## config.mk

```make
export PLATFORM = sky130hd
export DESIGN_NAME = clock_display_mux
export DESIGN_NICKNAME = d
export VERILOG_FILES = /design/src/rtl/clock_display_mux.sv
export SDC_FILE = /design/constraint.sdc
export NUM_CORES = 1
export LEC_CHECK = 0
export ABC_AREA = 1
export CORE_MARGIN = 2
export CORE_UTILIZATION = 25
export CTS_CLUSTER_DIAMETER = 60
export DETAILED_ROUTE_END_ITERATION = 10
export GPL_ROUTABILITY_DRIVEN = 1
export PLACE_DENSITY_LB_ADDON = 0.25
export REMOVE_ABC_BUFFERS = 1
export SYNTH_ARGS = -nofsm -noshare
export SYNTH_HDL_FRONTEND = slang
export SYNTH_SLANG_ARGS = --single-unit
```

## constraint.sdc

```tcl
create_clock -name clk -period 2.4 [get_ports clk]
set_input_delay 0.48 -clock clk [delete_from_list [all_inputs] [get_ports clk]]
set_output_delay 0.48 -clock clk [all_outputs]
set_load 0.02 [all_outputs]
```

## src/rtl/clock_display_mux.sv

```systemverilog
// Four-digit multiplexed seven-segment driver for HH:MM BCD time.
// Ports: clk, rst (async active-low), hour1/hour0/min1/min0 BCD in, blank_lz, blink_en; an, seg, dp active-low out.
module clock_display_mux #(
  parameter int CLK_HZ     = 50000000,
  parameter int REFRESH_HZ = 250,
  parameter int BLANK_CYC  = 16
) (
  input  logic       clk,
  input  logic       rst,
  input  logic [1:0] hour1,
  input  logic [3:0] hour0,
  input  logic [2:0] min1,
  input  logic [3:0] min0,
  input  logic       blank_lz,
  input  logic       blink_en,
  output logic [3:0] an,
  output logic [6:0] seg,
  output logic       dp
);

  localparam int SLOT_CYC = CLK_HZ / (4 * REFRESH_HZ);
  localparam int HALF     = CLK_HZ / 2;
  localparam int SCW      = (SLOT_CYC > 1) ? $clog2(SLOT_CYC) : 1;
  localparam int BCW      = (HALF > 1) ? $clog2(HALF) : 1;
  localparam logic [SCW-1:0] SC_LAST = SCW'(SLOT_CYC - 1);
  localparam logic [SCW-1:0] SC_BLNK = SCW'(BLANK_CYC);
  localparam logic [BCW-1:0] BC_LAST = BCW'(HALF - 1);

  logic [SCW-1:0] sc;
  logic [1:0]     d;
  logic [BCW-1:0] bc;
  logic           phase;
  logic [1:0]     s_h1;
  logic [3:0]     s_h0;
  logic [2:0]     s_m1;
  logic [3:0]     s_m0;

  logic           sc_wrap;
  logic           load;
  logic [3:0]     val;
  logic           ok;
  logic [6:0]     seg_n;
  logic [3:0]     an_n;
  logic           dp_n;
  logic           colon_on;

  assign sc_wrap  = (sc == SC_LAST);
  assign load     = sc_wrap && (d == 2'd3);
  assign colon_on = blink_en ? phase : 1'b1;

  always_comb begin
    val = 4'd0;
    ok  = 1'b1;
    unique case (1'b1)
      (d == 2'd0): begin
        val = s_m0;
        ok  = (s_m0 <= 4'd9);
      end
      (d == 2'd1): begin
        val = {1'b0, s_m1};
        ok  = (s_m1 <= 3'd5);
      end
      (d == 2'd2): begin
        val = s_h0;
        ok  = (s_h0 <= 4'd9);
      end
      (d == 2'd3): begin
        val = {2'b00, s_h1};
        ok  = (s_h1 <= 2'd2);
      end
    endcase
  end

  always_comb begin
    seg_n = 7'b0111111;
    if (ok) begin
      case (val)
        4'd0:    seg_n = 7'b1000000;
        4'd1:    seg_n = 7'b1111001;
        4'd2:    seg_n = 7'b0100100;
        4'd3:    seg_n = 7'b0110000;
        4'd4:    seg_n = 7'b0011001;
        4'd5:    seg_n = 7'b0010010;
        4'd6:    seg_n = 7'b0000010;
        4'd7:    seg_n = 7'b1111000;
        4'd8:    seg_n = 7'b0000000;
        4'd9:    seg_n = 7'b0010000;
        default: seg_n = 7'b0111111;
      endcase
    end
    // Leading hour zero is dark but its anode still scans normally.
    if (d == 2'd3 && blank_lz && s_h1 == 2'd0)
      seg_n = 7'b1111111;
  end

  always_comb begin
    an_n = ~(4'b0001 << d);
    if (sc < SC_BLNK)
      an_n = 4'b1111;
    dp_n = !(d == 2'd2 && colon_on);
  end

  always_ff @(posedge clk or negedge rst) begin
    if (!rst) begin
      sc    <= '0;
      d     <= 2'd0;
      bc    <= '0;
      phase <= 1'b1;
      s_h1  <= 2'd0;
      s_h0  <= 4'd0;
      s_m1  <= 3'd0;
      s_m0  <= 4'd0;
      an    <= 4'b1111;
      seg   <= 7'b1111111;
      dp    <= 1'b1;
    end else begin
      sc <= sc_wrap ? '0 : sc + 1'b1;
      if (sc_wrap)
        d <= d + 2'd1;
      if (bc == BC_LAST) begin
        bc    <= '0;
        phase <= ~phase;
      end else begin
        bc <= bc + 1'b1;
      end
      // Whole-frame snapshot keeps all four digits coherent.
      if (load) begin
        s_h1 <= hour1;
        s_h0 <= hour0;
        s_m1 <= min1;
        s_m0 <= min0;
      end
      an  <= an_n;
      seg <= seg_n;
      dp  <= dp_n;
    end
  end

endmodule

```

== Word level (Yosys, flattened, before mapping) ==
Memory sizes are Yosys's and may differ from the RTL's.
Cells that the tools add are included.
Operators by class
  add/sub/neg operators: 3
  order comparisons: 5
  equality and inequality tests: 5
  shift-type cells: 1
  multiplexer cells: 8
  bitwise operators: 2
  reductions and logical operators: 7
Operators with widths (number)
  adder 25 x 1 -> 25 bit (second input constant): 1
  equality test 25 bit (second input constant): 1
  2-to-1 mux 25 bit: 1
  adder 16 x 1 -> 16 bit (second input constant): 1
  equality test 16 bit (second input constant): 1
  less-than comparator 16 x 5 -> 1 bit (second input constant): 1
  2-to-1 mux 16 bit: 1
  case mux 4 bit (4 select lines): 1
  2-to-1 mux 7 bit: 2
  <= comparator 4 bit (second input constant): 2
  equality test 2 bit (second input constant): 2
  logical AND 1 bit: 4
  logical NOT 2 bit: 2
  2-to-1 mux 4 bit: 1
  NOT 4 bit: 1
  case mux 1 bit (4 select lines): 1
  left shift 1 x 2 -> 4 bit (first input constant): 1
  <= comparator 3 bit (second input constant): 1
  adder 2 x 1 -> 2 bit (second input constant): 1
  equality test 2 x 1 -> 1 bit (second input constant): 1
  <= comparator 2 bit (second input constant): 1
  logical NOT 1 bit: 1
  2-to-1 mux 1 bit: 1
  NOT 1 bit: 1
Word-level totals
  register bits: 69
  ROM bits: 112
  bits of input ports: 17
  output and inout bits: 12
  logic and storage cells: 43
  memories kept: 1
Memories
  (name not given): words 16, bits a word 7, read ports 1, clocked after memory_dff 0, write ports 0, line 77  | case (val)

== Logic depth before layout (Yosys ltp) ==
An unclocked memory read counts as a cell.
  depth after elaboration: 5
  gate-level depth with buffers: 10
  mapped depth without buffers: 10

== Worst setup path before layout ==
OpenSTA, ideal clock, no wires.
  path type: register to register
  from: register d[0]
  to: register seg[3]
  library setup time: 0.060 ns
  arrival time: 1.816 ns
  data required time: 2.340 ns
  slack: 0.523 ns
  stages on the path, launching flop included: 11
  buffers on the path: 0
  period minus slack after synthesis: 1.877 ns
  path through: dfrtp_1 > inv_1 > ha_1 > inv_2 > nand2_1 > o21bai_1 > ha_1 > or2_2 > nand2_1 > nand2_1 > nand2_1
Between the ends
  word-level cells in the longest chain between the ends: 5
  elaborated cells between the ends (all ways): 11
  those cells by class: 3 x eq/ne; 4 x mux; 3 x reduce/logical; 1 x memory
RTL lines
  start: declaration: line 30  | logic [1:0] d;
  start signal: assignment: line 119  | d <= d + 2'd1;
  equality test 2 bit, or another cell as far along: line 67, 92
  case mux 4 bit (4 select lines): line 54  | unique case (1'b1)
  memory (16 x 7 bit)
  2-to-1 mux 7 bit: line 76  | if (ok) begin
  2-to-1 mux 7 bit *: line 92  | if (d == 2'd3 && blank_lz && s_h1 == 2'd0)
  named net seg_n[3]: line 42  | logic [6:0] seg_n;
  end signal: assignment: line 134  | seg <= seg_n;
  end: declaration: line 17  | output logic [6:0] seg,
Mark *: on every way through the listed nets, which the timed path passes. The rest lies on a longest branch.
A chain may end at the register's enable or synchronous reset.

== Final worst setup path ==
Ends and elaborated chain as after synthesis.

==> impl_metrics.csv <==
group,metric,value,unit
logic_synthesis,postSynthCellCount,503,
clocking,post_cts_buffers,0,
layout,diodes,0,
logic_synthesis,synth-edff-count,0,
global_routing,grt_pass1_vias,3063,
placed_design,place_congestion,0.8335,
power_and_ir_drop,power,0.002663,W
worst_setup_path,slowest_delay,370,ps
worst_setup_path,crit_fanout,7,
timing,final_hold_viol_count,0,
floorplanning,die_h,127.3,um
worst_setup_path,cp_slowest_cell,"dfrtp_1",
floorplanning,dieArea,16210,um^2
logic_synthesis,yosys_warnings,0,
floorplanning,start_util,0.2529,
detailed_routing,firstDrtPassIters,5,
logic_synthesis,netlist_area,3802,um^2
job,drv_cap,0,
clocking,ctsLongestPathBuffers,2,
clocking,cts_tree,"done",
global_routing,antenna_found_initial,0,
timing,fin_tns_setup,0,ps
placed_design,hpwlAfterDp,6269,um
detailed_routing,ant_nets,0,
timing,period_share,0.8814,
detailed_routing,vias,3122,
clocking,h-tree-depth,3,
logic_synthesis,yosysSeqAreaShare,0.4584,
worst_setup_path,crit_chain,"inv_1, ha_1, nand2_1, nand2_1, o21bai_1, ha_1, or2_2, nand2_1, nand2_1, nand2_1",
logic_synthesis,synthArstFlopShare,1.000,
placed_design,placedCellCount,718,
clocking,cts-root-buf,"clkbuf_16",
worst_setup_path,cp_top_family,"simple AND/OR/NAND/NOR gates",
layout,final-instance-count-excl-fill,734,
global_routing,overflow,0,
worst_setup_path,crit_buf_inv,1,
timing,period_needed,2115,ps
worst_setup_path,arrival,2390,ps
layout,fill_cells,1585,
logic_synthesis,synth_top_area_share,0.3685,
detailed_routing,drt-total-wl,8444,um
power_and_ir_drop,ir_worst_vdd,0.0003822,V
clocking,clock_sinks,69,
global_routing,grt_usage,0.1143,
detailed_routing,post_drt_wl_per_cell,11.50,um
clocking,clk_pin_slew,60,ps
timing,slew_headroom,0.6515,
power_and_ir_drop,power_density,574.7,nW/um^2
layout,layout_common_cells,"142 x nand2_1, 89 x nor2_1, 72 x inv_1",
timing,slew_violations,0,
timing,fmax,0.4727,GHz
detailed_routing,viasPerCell,4.253,
worst_setup_path,worstPathRequired,2680,ps
placed_design,io_buffer_count,28,
logic_synthesis,avgSynthCellArea,7.559,um^2
detailed_routing,dr.first_iter.drc_count,167,
clocking,numCtsBuffers,9,
worst_setup_path,cp-start-kind,"flop",
power_and_ir_drop,leakagePower,2.122,nW
detailed_routing,drcViolationCount,0,
hold_path,hp-class,"primary input to async pin",
floorplanning,io_pins,29,
timing,worst_pin_slew,522.8,ps
status,outcome,"finished, final reports clean",
clocking,clock_latency,340,ps
clocking,ctsResizeCount,0,
layout,syn_to_final_growth,21.88,%
floorplanning,chipWidth,127.3,um
logic_synthesis,synth_area_leaders,"dfrtp_1 37%, nand2_1 14%, dfstp_2 9.0%",
layout,drive_above_1_share,0.1154,
layout,nets,568,
global_routing,grt_pass1_wl,14520,um
floorplanning,fp-row-count,45,
global_routing,grt_max_degree,50,
logic_synthesis,ys_seq_elements,69,
clocking,postCtsHoldBufs,0,
timing,rsz0062_at_grt,"no",
logic_synthesis,yosysTopAreaCell,"dfrtp_1",
layout,multi_input_area,1739,um^2
worst_setup_path,endpoint_kind,"flop",
logic_synthesis,synth_cell_types,28,
layout,final-seq-area,1743,um^2
worst_setup_path,worstSetupPathType,"flop to flop",
layout,final_common_cell,"nand2_1",
floorplanning,design.core.area,15030,um^2
timing,fin_skew,11.66,ps
worst_setup_path,timing.critical_path.mode_cell,"nand2_1",
timing,setup_viol,0,
logic_synthesis,ys.flop_type,"dfrtp_1",
## power breakdown
group	switching, W	internal [W]	total (W)
registers	0	0.00116	0.00116
clock network	0.000505	0.000935	0.00144
logic	0.0000319	0.0000267	0.0000587
## flip-flops by register name (all words and copies together) (netlist names)
signal and count:
an 4, bc 25, d 2, dp 1
phase 1, s_h0 4, s_h1 2, s_m0 4
s_m1 3, sc 16, seg 7
## path summary, 6_finish.rpt
path | slack (ps) | start | end | cells past startpoint
min reg2reg | 460 | sc[0] | sc[0] | 1
max reg2reg | 280 | d[0] | seg[3] | 10
min in group clk | 460 | sc[0] | sc[0] | 1
min | 120 | rst | bc[15] | 1
max in group asynchronous | 1570 | rst | seg[3] | 2
max | 280 | d[0] | seg[3] | 10
## kinds of logic after synthesis
group / after synthesis / synth area share
and+or+nand+nor: 298 / 0.3284
DFF: 69 / 0.4584
AOI/OAI and AO/OA: 28 / 0.05232
buffers and inverters: 79 / 0.08424
adders and majority gates: 10 / 0.03291
xor gates and xnor gates: 19 / 0.04376
## Yosys cell counts (2+ instances only)
| cell | number |
|---|---|
| nand3_1 | 32 |
| nand2_2 | 7 |
| xnor2_1 | 4 |
| o21bai_1 | 4 |
| dfstp_2 | 13 |
| ha_1 | 10 |
| xor2_1 | 15 |
| a21oi_1 | 3 |
| inv_1 | 72 |
| nor3_1 | 11 |
| o21ai_0 | 8 |
| or2_2 | 3 |
| dfrtp_1 | 56 |
| nor2_1 | 89 |
| buf_6 | 3 |
| nand3_2 | 2 |
| nand4_1 | 6 |
| o21ai_2 | 13 |
| inv_2 | 2 |
| nand2_1 | 142 |
## through the flow
step | area, um^2 | worst slack (ps) | hold slack, ps | utilization
after detailed placement | 4309 | 314.0 | 454.8 | 0.2866
after CTS | 4634 | 295.9 | 126.9 | 0.3083
after floorplan | 3764 | 523.2 | 184.4 | -
after global routing | 4634 | 138.2 | 158.8 | 0.3083
final | 4634 | 284.6 | 124.1 | 0.3083
after global placement | 4309 | 388.5 | 446.2 | 0.2866
## layer usage
| layer | GRT usage | share of wire |
|---|---|---|
| met2 | 0.1768 | 0.46 |
| met5 | 0 | 0 |
| met4 | 0.05495 | 0.023 |
| met1 | 0.1438 | 0.47 |
| met3 | 0.03811 | 0.047 |
## final cells by class
cell class,count,area share
clock buffer,10,0.05157
clock inverter,6,0.01863
inverter,75,0.06075
multi-input combinational,355,0.3753
sequential,69,0.3761
tap,188,0.05076
timing repair buffer,31,0.06695
## worst reg2reg max path: cells and delay by family (launching register included)
family	cells	cell delay, ps
and+or+nand+nor	6	620
DFF	1	370
AOI/OAI and AO/OA	1	330
adders and majority gates	2	620
buffers and inverters	1	100
(Power assumes the default switching activity.)
